$ cat config.mk
export PLATFORM = sky130hd
export DESIGN_NAME = nn_argmax_stage
export DESIGN_NICKNAME = d
export VERILOG_FILES = /design/src/rtl/nn_pkg.sv /design/src/rtl/nn_argmax_stage.sv
export SDC_FILE = /design/constraint.sdc
export NUM_CORES = 1
export LEC_CHECK = 0
export BUFFER_PORTS_ARGS = -buffer_cell sky130_fd_sc_hd__buf_4
export CORE_ASPECT_RATIO = 0.75
export CORE_MARGIN = 8
export CORE_UTILIZATION = 45
export DETAILED_ROUTE_END_ITERATION = 10
export GPL_TIMING_DRIVEN = 0
export PLACE_DENSITY = 0.66
export SETUP_SLACK_MARGIN = 0.02
export SLEW_MARGIN = 40
export SYNTH_ARGS = -nofsm -noshare
export SYNTH_HDL_FRONTEND = slang
export SYNTH_SLANG_ARGS = --single-unit
export TNS_END_PERCENT = 10
$ cat constraint.sdc
create_clock -name clk -period 3.2 [get_ports clk]
set_input_delay 0.96 -clock clk [delete_from_list [all_inputs] [get_ports clk]]
set_output_delay 0.96 -clock clk [all_outputs]
set_load 0.1 [all_outputs]
$ cat src/rtl/nn_pkg.sv
// Shared constants and data type for the network datapath.
// Every layer-stage module imports this package.
package nn_pkg;

    localparam int NN_M = 13;
    localparam int NN_T = 32;

    typedef logic signed [NN_T-1:0] nn_data_t;

endpackage

$ cat src/rtl/nn_argmax_stage.sv
// Classification tail: streams M signed values per vector and emits the index and value
// of the largest element. Ties keep the lowest index.
module nn_argmax_stage
    import nn_pkg::*;
#(
    parameter int M = NN_M,
    parameter int T = NN_T
) (
    input  logic                clk,
    input  logic                reset,
    input  logic                s_valid,
    output logic                s_ready,
    input  logic signed [T-1:0] data_in,
    output logic                m_valid,
    input  logic                m_ready,
    output logic [$clog2(M)-1:0] idx_out,
    output logic signed [T-1:0] max_out
);

    localparam int IW = $clog2(M);
    localparam logic [IW-1:0] LAST_IDX = IW'(M - 1);

    logic [IW-1:0]        cnt_q, cnt_d;
    logic signed [T-1:0]  best_val_q, best_val_d;
    logic [IW-1:0]        best_idx_q, best_idx_d;
    logic                 m_valid_q, m_valid_d;
    logic [IW-1:0]        idx_q, idx_d;
    logic signed [T-1:0]  max_q, max_d;

    logic                 in_xfer;
    logic                 is_last;
    logic                 take;
    logic signed [T-1:0]  cand_val;
    logic [IW-1:0]        cand_idx;

    // Only the closing element of a vector must wait for room in the output register.
    assign s_ready = (cnt_q != LAST_IDX) || !m_valid_q || m_ready;

    always_comb begin
        in_xfer    = s_valid && s_ready;
        is_last    = (cnt_q == LAST_IDX);
        take       = (cnt_q == '0) || (data_in > best_val_q);
        cand_val   = take ? data_in : best_val_q;
        cand_idx   = take ? cnt_q : best_idx_q;

        cnt_d      = cnt_q;
        best_val_d = best_val_q;
        best_idx_d = best_idx_q;
        m_valid_d  = m_valid_q;
        idx_d      = idx_q;
        max_d      = max_q;

        if (in_xfer) begin
            best_val_d = cand_val;
            best_idx_d = cand_idx;
            cnt_d      = is_last ? '0 : cnt_q + 1'b1;
        end

        if (m_valid_q && m_ready) begin
            m_valid_d = 1'b0;
        end

        // A freshly completed vector overrides the drain, so back-to-back results have no bubble.
        if (in_xfer && is_last) begin
            m_valid_d = 1'b1;
            idx_d     = cand_idx;
            max_d     = cand_val;
        end
    end

    always_ff @(posedge clk or negedge reset) begin
        if (!reset) begin
            cnt_q      <= '0;
            best_val_q <= '0;
            best_idx_q <= '0;
            m_valid_q  <= 1'b0;
            idx_q      <= '0;
            max_q      <= '0;
        end else begin
            cnt_q      <= cnt_d;
            best_val_q <= best_val_d;
            best_idx_q <= best_idx_d;
            m_valid_q  <= m_valid_d;
            idx_q      <= idx_d;
            max_q      <= max_d;
        end
    end

    assign m_valid = m_valid_q;
    assign idx_out = idx_q;
    assign max_out = max_q;

endmodule

# Word-level counts from Yosys, hierarchy flattened
# Index checks and enable logic that the tools add are counted.
[word_totals] input_bits=36 word_cells=24 reg_bits=77 output_inout_bits=38
[classes] add_sub_neg=1 order_cmp=1 mux=5 n_reduce_logical=9 n_eq_ne=2
[op_table] operator="greater-than comparator 32 bit" count=1
[op_table] operator="2-to-1 mux 32 bit" count=1
[op_table] operator="2-to-1 mux 4 bit" count=2
[op_table] operator="adder 4 x 1 -> 4 bit, second input constant" count=1
[op_table] operator="equality test 4 bit, second input constant" count=1
[op_table] operator="logical NOT 4 bit" count=1
[op_table] operator="inequality test 4 bit, second input constant" count=1
[op_table] operator="logical AND 1 bit" count=3
[op_table] operator="logical OR 1 bit" count=3
[op_table] operator="2-to-1 mux 1 bit" count=2
[op_table] operator="nonzero test 2 bit" count=1
[op_table] operator="logical NOT 1 bit" count=1

# Depth between registers and ports, before layout
# Gate-level depths: netlist of run 1.
[logic_depth] word_depth=6 depth_mapped=11 mapped_depth_nobuf=9

# Least setup slack after synthesis of run 1
# OpenSTA, ideal clock, no wires.
[synth_timing] kind="input -> register" startpoint="input data_in[31]" endpoint="register best_val_q[23]" t_required_ns=3.075 setup_ns=0.125 t_arrival_ns=2.897 n_path_buf=2 path_slack_ns=0.178 path_stages=9 path_cell_list="ha_1 > nand4_2 > nor4_4 > mux2i_1 > a31oi_1 > a21o_1 > buf_6 > buf_8 > mux2_4"
[synth_via] elab_chain_len=3
[synth_rtl] element="from (decl)" line_no="nn_argmax_stage.sv:13" source="input logic signed [T-1:0] data_in,"
[synth_rtl] element="greater-than comparator 32 bit" line_no="nn_argmax_stage.sv:42" source="take = (cnt_q == '0) || (data_in > best_val_q);"
[synth_rtl] element="logical OR 1 bit" line_no="nn_argmax_stage.sv:42"
[synth_rtl] element="2-to-1 mux 32 bit" line_no="nn_argmax_stage.sv:43" source="cand_val = take ? data_in : best_val_q;"
[synth_rtl] element="to (signal assigned)" line_no="nn_argmax_stage.sv:81" source="best_val_q <= best_val_d;"
[synth_rtl] element="to (decl)" line_no="nn_argmax_stage.sv:24" source="logic signed [T-1:0] best_val_q, best_val_d;"
# Every way passes these cells.
# A chain may end at the register's enable or synchronous reset.

# Final worst setup path of run 1
[layout_timing] startpoint="input data_in[14]" endpoint="register best_val_q[16]"
# Same word-level chain as after synthesis.

==> summary.txt, run 1 <==
Detailed routing
  • Routed len/inst: 16.84 µm
  • DRT Wirelength: 10960 µm
  • DR pass1 iterations: 5
  • Vias per cell: 5.386
  • Residual DRC: 0
  • Via count: 3506
  • Post-route ant nets: 0
  • DRT iter0 DRCs: 211

Placement
  • Post-DP Area: 5046 µm²
  • Post-DP HPWL: 7905 µm
  • Worst slack, placed: -0.2604 ns
  • Placed insts: 635
  • GP Congestion: 0.7839
  • I/O Buffers: 73

Floorplanning
  • Ports: 74
  • Initial core utilization: 45.56%
  • Die Area: 13050 µm²
  • Number of cell rows: 31
  • Die Y-Extent: 100.9 µm
  • Core area: 9503 µm²
  • Chip Width: 129.3 µm

STA
  • Max Clk Rate: 321.9 MHz
  • Final Hold Fails: 0
  • RSZ-0062 raised after global routing: no
  • Final setup vio count: 0
  • Slew Limit Fails: 0
  • Final period util: 97.08%
  • Worst-Margin Slew: 0.7278 ns
  • Final worst slack: 0.09330 ns
  • Hold_ws: 0.5037 ns
  • Relative slew slack: 51.30%
  • Clock skew: 0.005939 ns
  • Min cycle time layout: 3.107 ns

CTS
  • # clock sinks: 77
  • Max clock buf depth: 2
  • CTS root buffer: clkbuf_16
  • Clock latency at the later pin of the worst-skew pair: 0.33 ns
  • Reg clk slew, reported paths: 0.06 ns
  • H-tree levels: 3
  • CTS tree: built
  • Setup bufs post-CTS: 0
  • CTS buffer count: 9

Worst setup path
  • R2r worst-path depth: 10
  • CP Capture Type: flop
  • Worst Setup Start Kind: input port
  • Critical Path RT: 3.41 ns
  • Setup CP Type: in2reg
  • Arrival time at the worst endpoint: 3.32 ns
  • Worst-path fanout max: 10

Finish
  • Final std cells w/o fill: 651
  • Fin nets: 584
  • Most frequent cells in the layout: dfrtp_1 (77), buf_4 (75), a21oi_1 (53)
  • Finished Cell Area: 5348 µm²
  • Syn-to-layout area delta: 23.53%
  • Share of cells above drive strength 1: 27.55%
  • Leading cell type in the layout, fill and taps excluded: dfrtp_1
  • Antenna diode count: 0

Synthesis
  • Synth Instances: 430
  • Synthesized area per cell: 10.07 µm²
  • Post-Synthesis Cell Area: 4329 µm²
  • Net Count, Synth: 500
  • Synthesized flop and latch total: 77
  • Post-synth ARST share: 100.0%
  • Post-synth EDFFs: 0
  • Post-synth top flop: dfrtp_1
  • Post-synthesis sequential area ratio: 44.51%
  • Number of distinct library cells after synthesis: 38
  • Yosys warns: 0

Global route
  • Initial antenna violation count: 0
  • GRT Residual Overflow: 0
  • First-pass GRT wire length: 18200 µm
  • Global-route usage over all layers: 17.51%
  • Largest net degree at the start of global routing: 78
  • Vias in the first global route: 3619

Outcome
  • Outcome: complete, no violations

Min path
  • Hold crit path type: reg2reg
  • Hold depth: 1

Run
  • Max_cap viols: 0
==> kinds of logic after synthesis <==
logic type	Yosys count	synth area share (%)
mux	36	11.76
flops	77	44.51
compound gates	144	18.38
buf+inv	60	6.734
simple gates	79	8.786
fa+ha+maj	34	9.827
==> area by class of cell <==
| type | count | area (µm²) |
|---|---|---|
| Clock buffer | 13 | 270.3 |
| Sequential cell | 77 | 1927 |
| Clock inverter | 3 | 18.77 |
| Buffer | 25 | 163.9 |
| Inverter | 35 | 131.4 |
| Timing Repair Buffer | 73 | 551.8 |
| Tap cell | 132 | 165.2 |
| Fill cell | 854 | 4155 |
| Multi-Input combinational cell | 293 | 2120 |
==> worst max-delay path, cell delays in order <==
cell,delay [ns]
buf_4,0.13
ha_1,0.30
nand4_1,0.21
or3_1,0.43
a21oi_1,0.18
nand4b_1,0.18
a31oi_1,0.12
a21o_1,0.20
buf_6,0.16
buf_12,0.16
mux2_4,0.30
==> flip-flops by register name (all words and copies together) (netlist names) <==
name and flops:
best_val_q 32, best_idx_q 4, m_valid 1, idx_out 4, cnt_q 4, max_out 32
==> metal layers <==
| metal | vias up | wire (µm) | global-route usage (%) |
|---|---|---|---|
| met2 | 89 | 5124 | 27.68 |
| met4 | 0 | 41 | 3.870 |
| li1 | 1700 | - | - |
| met1 | 1713 | 4993 | 23.04 |
| met5 | - | 0 | 0 |
| met3 | 4 | 802 | 5.233 |
==> synthesized netlist by cell type (2+ instances only) <==
cell type,n,area share [%]
nand2b_1,2,0.29
a21oi_1,53,6.1
nor2_1,43,3.7
a21o_1,3,0.52
dfrtp_1,77,45
o21ai_0,46,5.3
clkbuf_1,14,1.2
or3_1,2,0.29
mux2_4,28,9.7
a22o_1,2,0.40
ha_1,34,9.8
buf_2,3,0.35
nand2_1,12,1.0
and3_1,2,0.29
buf_4,3,0.52
nand4_1,7,1.0
buf_12,2,0.92
inv_1,35,3.0
mux2_2,7,1.8
nor2b_1,2,0.29
a31oi_1,36,5.2
==> path summary, 6_finish.rpt <==
kind                               start              to  slack, ns
setup / recovery             data_in[14]  best_val_q[16]       0.09
hold / removal             best_idx_q[1]   best_idx_q[1]       0.50
setup reg to reg                cnt_q[0]     max_out[30]       0.40
hold reg to reg            best_idx_q[1]   best_idx_q[1]       0.50
max in group asynchronous          reset      max_out[9]       2.04
min in group asynchronous          reset         m_valid       0.66
==> per-stage QoR <==
| step | TNS [ns] | utilization, % |
|---|---|---|
| detailed placement | -12.95 | 53.10 |
| finish | 0 | 56.27 |
| CTS | 0 | 56.14 |
| floorplan | 0 | - |
| global placement | -8.620 | 53.06 |
| global route | 0 | 56.27 |
==> what timing repair did <==
item                                    in CTS  in global routing
hold buffers                                 0                  0
resized for setup                            0                  8
endpoints found under the setup margin       0                 46
Power of run 1 is not shown: default switching activity piles up to over one toggle a cycle in this logic, so the estimate is an artifact.
==> inputs of run 2 (changes only) <==
HOLD_SLACK_MARGIN = 0.06   (was not set)
RECOVER_POWER = 25   (was not set)
==> run 2 against run 1 <==
Compared with the run above: the run now ends with capacitance limit, slew limit left; final cell count did not move; register-to-register slack barely moved; sequential share of layout area about the same; critical path type unchanged; critical endpoint unchanged; worst hold slack hardly changed; wire length is essentially flat.
==> summary.txt, run 2 (synthesized netlist as in run 1, its figures left out) <==
Floorplanning
  • Initial core utilization: 45.56% (unchanged)
  • Die Area: 13050 µm² (unchanged)
  • Die Y-Extent: 100.9 µm (unchanged)
  • Chip Width: 129.3 µm (unchanged)
  • Core area: 9503 µm² (unchanged)
  • Number of cell rows: 31 (unchanged)
  • Ports: 74 (unchanged)

Worst setup path
  • CP Capture Type: flop
  • Setup CP Type: in2reg
  • FF-to-FF setup slack: 0.41 ns (about the same)
  • Worst-path fanout max: 10 (unchanged)
  • RR Startpoint: cnt_q[0]
  • Worst Setup Start Kind: input port
  • R2r worst-path depth: 10 (unchanged)
  • Critical Path RT: 3.42 ns (about the same)
  • Arrival time at the worst endpoint: 3.32 ns (about the same)
  • Worst R2R End: max_out[30]

CTS
  • H-tree levels: 3 (unchanged)
  • CTS tree: built
  • Setup bufs post-CTS: 0 (unchanged)
  • Reg clk slew, reported paths: 0.06 ns (about the same)
  • # clock sinks: 77 (unchanged)
  • CTS root buffer: clkbuf_16
  • Clock latency at the later pin of the worst-skew pair: 0.33 ns (about the same)
  • Max clock buf depth: 2 (unchanged)
  • CTS buffer count: 9 (unchanged)
  • CTS Hold Bufs: 0 (unchanged)

Finish
  • Final core occ: 56.21% (-0.066 points)
  • Final std cells w/o fill: 651 (unchanged)
  • Most frequent cells in the layout: dfrtp_1 (77), buf_4 (75), a21oi_1 (53)
  • Fillers: 853 (-0.12%)
  • Leading cell type in the layout, fill and taps excluded: dfrtp_1
  • Fin nets: 584 (unchanged)
  • Syn-to-layout area delta: 23.38%
  • Share of cells above drive strength 1: 27.55% (unchanged)
  • Antenna diode count: 0 (unchanged)

Global route
  • Largest net degree at the start of global routing: 78 (unchanged)
  • Global-route usage over all layers: 17.51% (unchanged)
  • Initial antenna violation count: 0 (unchanged)
  • First-pass GRT wire length: 18200 µm (unchanged)
  • GRT Residual Overflow: 0 (unchanged)
  • Vias in the first global route: 3619 (unchanged)

STA
  • Slew Limit Fails: 78 (+78)
  • Worst-Margin Slew: 1.949 ns (+1.221 ns)
  • Max Clk Rate: 322.2 MHz (about the same)
  • Clock skew: 0.007057 ns (+0.001118 ns)
  • Final period util: 97.00% (about the same)
  • RSZ-0062 raised after global routing: no
  • Sum of negative setup slack: 0 ns (unchanged)
  • Final setup vio count: 0 (unchanged)
  • Final Hold Fails: 0 (unchanged)
  • Min cycle time layout: 3.104 ns (-0.002817 ns)
  • Relative slew slack: -29.95% (-81 points)

Placement
  • Placed insts: 635 (unchanged)
  • GP Congestion: 0.7839 (unchanged)
  • Post-DP HPWL: 7905 µm (unchanged)
  • I/O Buffers: 73 (unchanged)

Detailed routing
  • DR pass1 iterations: 5 (unchanged)
  • DRT iter0 DRCs: 211 (unchanged)
  • Routed len/inst: 16.83 µm (about the same)
  • DRT Wirelength: 10960 µm (about the same)
  • Vias per cell: 5.402 (+0.31%)
  • Residual DRC: 0 (unchanged)
  • Via count: 3517 (+0.31%)
  • Post-route ant nets: 0 (unchanged)

Min path
  • Hold depth: 1 (unchanged)
  • Hold Path End: best_idx_q[1]
  • Worst Hold Launch: best_idx_q[1]
  • Hold crit path type: reg2reg

Run
  • Max_cap viols: 1 (+1)

Outcome
  • Failing checks: capacitance limit, slew limit
  • Outcome: complete, but fails checks
-- run 2: changes by cell type in the layout (fill, tap and decap cells not counted), sizes merged --
cell and delta:
clkbuf +1, buf -1
-- run 2: stage by stage --
stage          hold slack, ns  instance area (µm²)  setup slack (ns)
2_1_floorplan          0.4737                 4329            0.1781
3_3_place_gp           0.4881                 5042           -0.1928
3_5_place_dp           0.4936                 5046           -0.2604
4_1_cts                0.5073                 5335           0.08512
5_1_grt                0.5113                 5341           0.02122
6_report               0.5037                 5341           0.09612
-- run 2: cell type report --
| cell class | count | area (µm²) | share of cell area, % |
|---|---|---|---|
| inverters | 35 | 131.4 | 2.460 |
| plain buffers | 25 | 163.9 | 3.069 |
| clock inverters | 3 | 18.77 | 0.3514 |
| flip-flops and latches | 77 | 1927 | 36.07 |
| multi-input cells | 293 | 2120 | 39.68 |
| clock buffers | 13 | 270.3 | 5.060 |
| repair buffers | 73 | 545.5 | 10.21 |
| well taps | 132 | 165.2 | 3.092 |
-- run 2: repair_timing --
item / in CTS / in global routing
hold endpoints to repair: 0 / 0
endpoints found under the setup margin: 0 / 46
gates resized for setup: 0 / 8
-- run 2: how the worst max path moves through the flow --
stage / from / endpoint / slack [ns] / cells after the start
after floorplan: data_in[31] / best_val_q[23] / 0.18 / 9
after global placement: data_in[13] / best_val_q[25] / -0.19 / 11
after detailed placement: data_in[14] / best_val_q[24] / -0.26 / 11
after CTS: data_in[13] / best_val_q[24] / 0.09 / 11
after global routing: data_in[13] / best_val_q[28] / 0.02 / 11
final: data_in[14] / best_val_q[16] / 0.1 / 11
-- run 2: per-layer routing --
metal  up-vias  wire length [µm]  part of all wire, %  GRT usage [%]
li1       1701                 -                    -              -
met1      1723              5048                   46          23.04
met2        85              5020                   46          27.68
met3         8               820                  7.5          5.233
met4         0                65                 0.59          3.870
met5         -                 0                    0              0
-- run 2: worst max-delay path, cell delays in order --
cell and delay [ns]:
buf_4 0.13, ha_1 0.30, nand4_1 0.21, or3_1 0.43
a21oi_1 0.18, nand4b_1 0.18, a31oi_1 0.12, a21o_1 0.20
buf_6 0.16, buf_12 0.16, mux2_4 0.30
Power of run 2 is left out for the same reason.
